### src/rtl/mixcolumns_iter.sv
// Iterative AES MixColumns / InvMixColumns engine with valid/ready handshakes.
// COLS_PER_CYCLE columns are transformed per clock by a shared xtime array;
// a full state takes 4 / COLS_PER_CYCLE passes in RUN before DONE.
module mixcolumns_iter #(
  parameter int COLS_PER_CYCLE = 1
) (
  input  logic         clk,
  input  logic         rst_n,
  input  logic         in_valid,
  output logic         in_ready,
  input  logic         in_mode,
  input  logic [127:0] in_data,
  output logic         out_valid,
  input  logic         out_ready,
  output logic [127:0] out_data,
  output logic         busy
);

  if (!(COLS_PER_CYCLE == 1 || COLS_PER_CYCLE == 2 || COLS_PER_CYCLE == 4)) begin : g_bad_cols
    $error("mixcolumns_iter: COLS_PER_CYCLE must be 1, 2 or 4");
  end

  localparam int NUM_PASSES = 4 / COLS_PER_CYCLE;
  localparam int PASS_W     = (NUM_PASSES > 1) ? $clog2(NUM_PASSES) : 1;
  localparam logic [PASS_W-1:0] LAST_PASS = PASS_W'(NUM_PASSES - 1);

  typedef enum logic [1:0] {
    ST_IDLE = 2'd0,
    ST_RUN  = 2'd1,
    ST_DONE = 2'd2
  } state_t;

  state_t              state_r;
  logic [PASS_W-1:0]   pass_r;
  logic                mode_r;
  logic [127:0]        work_r;
  logic [127:0]        work_nxt_s;
  logic                accept_s;

  // Multiply by x in GF(2^8) modulo the AES polynomial.
  function automatic logic [7:0] xtime(input logic [7:0] b);
    return {b[6:0], 1'b0} ^ (b[7] ? 8'h1b : 8'h00);
  endfunction

  // One column through MixColumns (inv = 0) or InvMixColumns (inv = 1).
  // x1/x2/x3 are the chained xtimes of each byte, shared by both directions.
  function automatic logic [31:0] mix_column(input logic [31:0] col, input logic inv);
    logic [7:0]  a  [4];
    logic [7:0]  x1 [4];
    logic [7:0]  x2 [4];
    logic [7:0]  x3 [4];
    logic [1:0]  i0;
    logic [1:0]  i1;
    logic [1:0]  i2;
    logic [1:0]  i3;
    logic [7:0]  fwd;
    logic [7:0]  rev;
    logic [31:0] res;
    res = 32'h0;
    for (int r = 0; r < 4; r++) begin
      a[r]  = col[31 - 8*r -: 8];
      x1[r] = xtime(a[r]);
      x2[r] = xtime(x1[r]);
      x3[r] = xtime(x2[r]);
    end
    for (int r = 0; r < 4; r++) begin
      i0  = 2'(r);
      i1  = i0 + 2'd1;
      i2  = i0 + 2'd2;
      i3  = i0 + 2'd3;
      // 02.a0 ^ 03.a1 ^ a2 ^ a3
      fwd = x1[i0] ^ (x1[i1] ^ a[i1]) ^ a[i2] ^ a[i3];
      // 0e.a0 ^ 0b.a1 ^ 0d.a2 ^ 09.a3
      rev = (x3[i0] ^ x2[i0] ^ x1[i0]) ^
            (x3[i1] ^ x1[i1] ^ a[i1]) ^
            (x3[i2] ^ x2[i2] ^ a[i2]) ^
            (x3[i3] ^ a[i3]);
      res[31 - 8*r -: 8] = inv ? rev : fwd;
    end
    return res;
  endfunction

  // Handshake and status outputs are decoded straight from the state register.
  always_comb begin
    in_ready  = (state_r == ST_IDLE) | ((state_r == ST_DONE) & out_ready);
    out_valid = (state_r == ST_DONE);
    busy      = (state_r == ST_RUN);
    out_data  = work_r;
    accept_s  = in_valid & in_ready;
  end

  // Working register with the columns of the current pass replaced in place.
  always_comb begin
    work_nxt_s = work_r;
    for (int j = 0; j < COLS_PER_CYCLE; j++) begin
      work_nxt_s[127 - 32*(int'(pass_r)*COLS_PER_CYCLE + j) -: 32] =
        mix_column(work_r[127 - 32*(int'(pass_r)*COLS_PER_CYCLE + j) -: 32], mode_r);
    end
  end

  // Control FSM plus working state, mode and pass counter.
  always_ff @(posedge clk or negedge rst_n) begin
    if (!rst_n) begin
      state_r <= ST_IDLE;
      pass_r  <= '0;
      mode_r  <= 1'b0;
      work_r  <= 128'h0;
    end else begin
      case (state_r)
        ST_IDLE: begin
          if (accept_s) begin
            work_r  <= in_data;
            mode_r  <= in_mode;
            pass_r  <= '0;
            state_r <= ST_RUN;
          end else begin
            state_r <= ST_IDLE;
          end
        end
        ST_RUN: begin
          work_r <= work_nxt_s;
          pass_r <= (pass_r == LAST_PASS) ? '0 : pass_r + PASS_W'(1);
          if (pass_r == LAST_PASS) begin
            state_r <= ST_DONE;
          end else begin
            state_r <= ST_RUN;
          end
        end
        ST_DONE: begin
          // A new input can only be accepted here together with the output handshake.
          if (accept_s) begin
            work_r  <= in_data;
            mode_r  <= in_mode;
            pass_r  <= '0;
            state_r <= ST_RUN;
          end else if (out_ready) begin
            state_r <= ST_IDLE;
          end else begin
            state_r <= ST_DONE;
          end
        end
        default: begin
          state_r <= ST_IDLE;
        end
      endcase
    end
  end

endmodule

### config.mk
export PLATFORM = sky130hd
export DESIGN_NAME = mixcolumns_iter
export DESIGN_NICKNAME = d
export VERILOG_FILES = /design/src/rtl/mixcolumns_iter.sv
export SDC_FILE = /design/constraint.sdc
export NUM_CORES = 1
export LEC_CHECK = 0
export CORE_MARGIN = 3
export CORE_UTILIZATION = 49
export CTS_BUF_LIST = sky130_fd_sc_hd__clkbuf_4 sky130_fd_sc_hd__clkbuf_8 sky130_fd_sc_hd__clkbuf_16
export DETAILED_ROUTE_END_ITERATION = 12
export PLACE_DENSITY_LB_ADDON = 0.2
export SLEW_MARGIN = 10
export SYNTH_ARGS = -nofsm -noshare
export SYNTH_HDL_FRONTEND = slang
export SYNTH_SLANG_ARGS = --single-unit
export TNS_END_PERCENT = 10
### constraint.sdc
create_clock -name clk -period 4.2 [get_ports clk]
set_clock_uncertainty 0.2 [all_clocks]
set_input_delay 0.63 -clock clk [delete_from_list [all_inputs] [get_ports clk]]
set_output_delay 0.63 -clock clk [all_outputs]
set_load 0.02 [all_outputs]
# Yosys cells after proc, flatten, opt, wreduce, memory -nomap -nowiden
# Cells that the tools add are included.
[totals] output_inout_bits=131 wordCells=113 in_bits=133 register_bits=133
[op_classes] n_eq_ne=4 reduce_logical=5 n_mux=27 shifts=3 bitwise_logic=67 n_addsub=3
[op_table] op="bitwise XOR 8 bit" count=52
[op_table] op="one-hot mux 128 bit (2 select lines)" count=1
[op_table] op="variable shift 32 x 33 -> 159 bit, first input constant" count=1
[op_table] op="variable part select 159 x 8 -> 32 bit" count=1
[op_table] op="variable part select 32 x 33 -> 159 bit" count=1
[op_table] op="bitwise mux 128 bit" count=1
[op_table] op="2-to-1 mux 128 bit" count=1
[op_table] op="bitwise XOR 8 x 5 -> 8 bit" count=12
[op_table] op="2-to-1 mux 5 bit" count=12
[op_table] op="negator 8 -> 33 bit" count=1
[op_table] op="2-to-1 mux 8 bit" count=4
[op_table] op="2-to-1 mux 2 bit" count=5
[op_table] op="subtractor 7 x 7 -> 8 bit, first input constant" count=1
[op_table] op="one-hot mux 2 bit (3 select lines)" count=1
[op_table] op="equality test 2 bit, second input constant" count=2
[op_table] op="one-hot mux 2 bit (2 select lines)" count=1
[op_table] op="AND reduction 2 bit" count=2
[op_table] op="adder 2 x 1 -> 2 bit, second input constant" count=1
[op_table] op="bitwise AND 1 bit" count=2
[op_table] op="equality test 2 x 1 -> 1 bit, second input constant" count=1
[op_table] op="zero test 2 bit" count=1
[op_table] op="!= test 2 x 1 -> 1 bit, second input constant" count=1
[op_table] op="nonzero test 2 bit" count=1
[op_table] op="OR reduction 2 bit" count=1
[op_table] op="other kinds (2)" count=2

# Depth between registers and ports, before layout
[logic_depth] word_depth=17 ltp_mapped=14 ltp_nobuf=9

# Worst setup path after synthesis
# OpenSTA, ideal clock, no wires.
[synth_path] kind="reg-to-reg" from="reg pass_r[0]" to="reg work_r[100] (netlist: out_data[100])" arrival_ns=3.129 synth_period_minus_slack_ns=3.459 setup_time_ns=0.130 stages_incl_launch_ff=12 t_required_ns=3.870 n_path_buf=2 path_slack_ns=0.741 cell_sequence="dfrtp_1 -> buf_6 -> buf_8 -> mux4_2 -> xor2_1 -> xnor2_2 -> xnor3_1 -> xnor2_1 -> and2_2 -> xnor3_1 -> a22oi_1 -> o21ai_1"
[synth_between] elab_chain_cells=15 elab_cells_between_ends=87 classes_between="add/sub: 2; shift: 3; mux: 18; bitwise: 64"
[synth_lines] item="from (decl)" line_no="34" source="logic [PASS_W-1:0] pass_r;"
[synth_lines] item="from (signal assigned)" line_no="122" source="pass_r <= (pass_r == LAST_PASS) ? '0 : pass_r + PASS_W'(1);"
[synth_lines] item="subtractor 7 x 7 -> 8 bit (*)" line_no="96, 97"
[synth_lines] item="variable part select 159 x 8 -> 32 bit" line_no="97" source="mix_column(work_r[127 - 32*(int'(pass_r)*COLS_PER_CYCLE + j) -: 32], mode_r);"
[synth_lines] item="bitwise XOR 8 x 5 -> 8 bit or 2-to-1 mux 5 bit (tied branches) (2 in a row)" line_no="42" source="return {b[6:0], 1'b0} ^ (b[7] ? 8'h1b : 8'h00);"
[synth_lines] item="2-to-1 mux 5 bit or bitwise XOR 8 x 5 -> 8 bit (tied branches)" line_no="42"
[synth_lines] item="bitwise XOR 8 x 5 -> 8 bit" line_no="42"
[synth_lines] item="bitwise XOR 8 bit, on equally long branches" line_no="74, 76, 75"
[synth_lines] item="bitwise XOR 8 bit, on equally long branches" line_no="74, 75"
[synth_lines] item="bitwise XOR 8 bit" line_no="74" source="rev = (x3[i0] ^ x2[i0] ^ x1[i0]) ^"
[synth_lines] item="bitwise XOR 8 bit" line_no="75" source="(x3[i1] ^ x1[i1] ^ a[i1]) ^"
[synth_lines] item="bitwise XOR 8 bit" line_no="76" source="(x3[i2] ^ x2[i2] ^ a[i2]) ^"
[synth_lines] item="2-to-1 mux 8 bit" line_no="78" source="res[31 - 8*r -: 8] = inv ? rev : fwd;"
[synth_lines] item="variable part select 32 x 33 -> 159 bit" line_no="96" source="work_nxt_s[127 - 32*(int'(pass_r)*COLS_PER_CYCLE + j) -: 32] ="
[synth_lines] item="bitwise mux 128 bit (*)" line_no="96"
[synth_lines] item="one-hot mux 128 bit (2 select lines) (*)" line_no="109" source="case (state_r)"
[synth_lines] item="to (signal assigned)" line_no="112" source="work_r <= in_data;"
[synth_lines] item="to (signal assigned)" line_no="121" source="work_r <= work_nxt_s;"
[synth_lines] item="to (signal assigned)" line_no="132" source="work_r <= in_data;"
[synth_lines] item="to (decl)" line_no="36" source="logic [127:0] work_r;"
# Mark *: on every way between the ends. The rest lies on a longest branch, timed or not.
# A chain may end at the register's enable or synchronous reset.

# Worst setup path in the final report
[layout_path] from="reg pass_r[0]" to="reg work_r[56] (netlist: out_data[56])"
# Same word-level chain as after synthesis.

==> flow_metrics.py <==
metrics = {
    "setup_path": {
        "r2r_start": "pass_r[0]",
        "path_depth": 10,
        "cp.buffers_inverters": 1,
        "rr_worst_depth": 10,
        "crit_top_cell": "xnor2_1",
        "cp.required_ps": 4290,
        "r2r_slack_ps": 260,
        "arrival_ps": 4030,
        "crit_family": "XOR/XNOR gates",
        "critical-path-slowest-cell": "mux4_2",
        "r2r_end": "out_data[56]",
        "path_class": "reg2reg",
        "max_stage_delay_ps": 680,
        "crit_chain": "buf_12 -> mux4_2 -> xor3_1 -> xnor2_2 -> xnor2_1 -> nor2b_1 -> xnor2_1 -> xnor2_1 -> a2bb2oi_1 -> o21ai_0",
        "end_kind": "flip-flop",
        "setup.worst_path.start_class": "flip-flop",
        "crit_fanout": 22,
    },
    "yosys": {
        "synthMostInstantiatedCell": "xnor2_1",
        "synth.cells.most_frequent": "146 x xnor2_1, 133 x dfrtp_1, 96 x nor2_1",
        "synth-seq-area-share_pct": 36.3,
        "synth_area_leader_cell": "dfrtp_1",
        "synthesis.area_um2": 9170,
        "synth-async-reset-ratio_pct": 100,
        "netlist-cell-type-count": 43,
        "ys.flop_type": "dfrtp_1",
        "yosys_warnings": 0,
        "synth_area_per_cell_um2": 9.84,
        "synthCells": 932,
        "synthTopCellsByArea": "dfrtp_1 36%, xnor2_1 14%, mux4_2 7.9%, a21oi_1 4.3%, nor2_1 3.9%",
        "netlist.area_leader.share_pct": 36.3,
        "synth_nets": 1069,
        "synth_seq_cells": 133,
        "synth_edf_count": 0,
    },
    "drt": {
        "wl_per_cell_um": 22.9,
        "drt-initial-drc-count": 793,
        "drt_first_pass_iters": 5,
        "vias": 8542,
        "wl_met3_um": 2620,
        "m1WireLength_um": 12800,
        "highest_layer": "met4",
        "ant_nets": 0,
        "routed_via_density": 6.02,
        "dr_wl_met2_um": 15900,
        "drc": 0,
        "wirelength_um": 32500,
    },
    "die": {
        "core_region_area_um2": 18100,
        "ios": 264,
        "die-width_um": 143,
        "start_util_pct": 50.5,
        "die_y_um": 143,
        "fp.dieArea_um2": 20400,
        "fp-row-count": 49,
    },
    "global_route": {
        "grt_pass1_wl_um": 49800,
        "grt_max_degree": 105,
        "grt.total_usage_pct": 32.0,
        "antenna_found_initial": 0,
        "grt_pass1_vias": 8824,
        "grt-ovfl-total": 0,
    },
    "cts": {
        "cts.reportedPaths.clkPinSlew_ps": 60,
        "cts-buffers-inserted": 17,
        "root_buffer": "clkbuf_16",
        "cts_setup_buffers": 0,
        "clock_sinks": 133,
        "ctsResizeCount": 0,
        "postCtsHoldBufs": 0,
        "clockBufferDepth": 2,
        "htree_levels": 4,
        "clkLatencyLatePin_ps": 430,
        "cts_tree": "done",
    },
    "sta": {
        "fin_ws_ps": 258,
        "slew_viol_final": 0,
        "fmax_mhz": 254,
        "finalCritPeriodShare_pct": 93.9,
        "worst_pin_slew_ps": 1090,
        "min_period_ps": 3940,
        "max-slew-margin-rel_pct": 27.1,
        "hold_viol": 0,
        "fin_setup_tns_ps": 0,
        "rsz0062_at_grt": "false",
        "setup-violations-final": 0,
    },
    "run_status": {
        "status": "completed",
    },
    "place": {
        "gp_congestion": 0.920,
        "io_buffers": 263,
        "dp_cells": 1389,
        "dp_hpwl_um": 23900,
        "pre_cts_slack_ps": 387,
    },
    "flow_run": {
        "maxCapViolCount": 0,
    },
    "finish": {
        "area_growth_pct": 38.6,
        "nets": 1316,
        "drive_above_1_share_pct": 11.3,
        "diodes": 0,
        "layout.cells.non_filler": 1420,
    },
    "hold_path": {
        "min_path_type": "in2async",
    },
}
worst max-delay path by stage:
stage                     startpoint            end  slack (ps)
after floorplan            pass_r[0]  out_data[100]         740
after global placement     pass_r[0]   out_data[72]         370
after detailed placement   pass_r[0]   out_data[40]         390
after CTS                  pass_r[0]    out_data[8]         330
after global routing       pass_r[0]    out_data[8]         140
final                      pass_r[0]   out_data[56]         260
layer usage:
metal	track usage, %	up-vias
li1	-	3764
met3	6.20	95
met5	0	-
met2	51.6	501
met1	42.5	4182
met4	13.1	0
placed cells by master (no fill, tap or decap), drive strengths merged, types with 3 or more instances in the layout:
cell type      count
a21oi             79
a221oi            28
a22oi             36
a2bb2oi            8
and2               3
and3              19
buf               36
bufinv             4
clkbuf            19
clkdlybuf4s50    262
clkinv             3
clkinvlp           4
dfrtp            133
ha                 4
inv                4
mux2               8
mux2i              6
mux4              32
nand2             83
nand2b            18
nor2              96
o21ai             76
o2bb2ai            8
or2                3
xnor2            160
xnor3              8
xor2              40
worst register-to-register path: cells and delay by family (launching register included):
kind,cells,cell delay [ps]
xor gates and xnor gates,5,1730
buffers and inverters,1,210
DFF,1,460
AOI/OAI and AO/OA,2,410
and+or+nand+nor,1,120
muxes,1,680
registers in the layout, summed over array words and instances (netlist names):
signal / cells
out_data: 128
pass_r: 2
state_r: 2
mode_r: 1
logic make-up (layout without fill, tap and decap cells):
group | after synthesis | in the layout | synth area share [%]
compound gates | 236 | 236 | 15.8
xor+xnor | 209 | 209 | 23.1
fa+ha+maj | 4 | 4 | 0.546
buf+inv | 73 | 332 | 3.89
flops | 133 | 133 | 36.3
mux | 46 | 46 | 9.50
simple gates | 231 | 231 | 10.9
per-stage QoR:
| step | cell area [um2] | util (%) | hold slack [ps] |
|---|---|---|---|
| finish | 12700 | 70.0 | 126 |
| global route | 12700 | 70.0 | 181 |
| CTS | 12700 | 70.0 | 161 |
| detailed placement | 12100 | 66.6 | 297 |
| global placement | 12100 | 66.6 | 288 |
| floorplan | 9170 | - | 134 |
final cells by class:
cell class	instances	area, um2
multi-input combinational	726	5530
fill	1376	5440
sequential	133	3330
timing repair buffer	298	2920
clock buffer	19	447
tap	229	287
clock inverter	12	178
inverter	3	12.5
Power of run 1 is not shown: default switching activity piles up to over one toggle a cycle in this logic, so the estimate is an artifact.
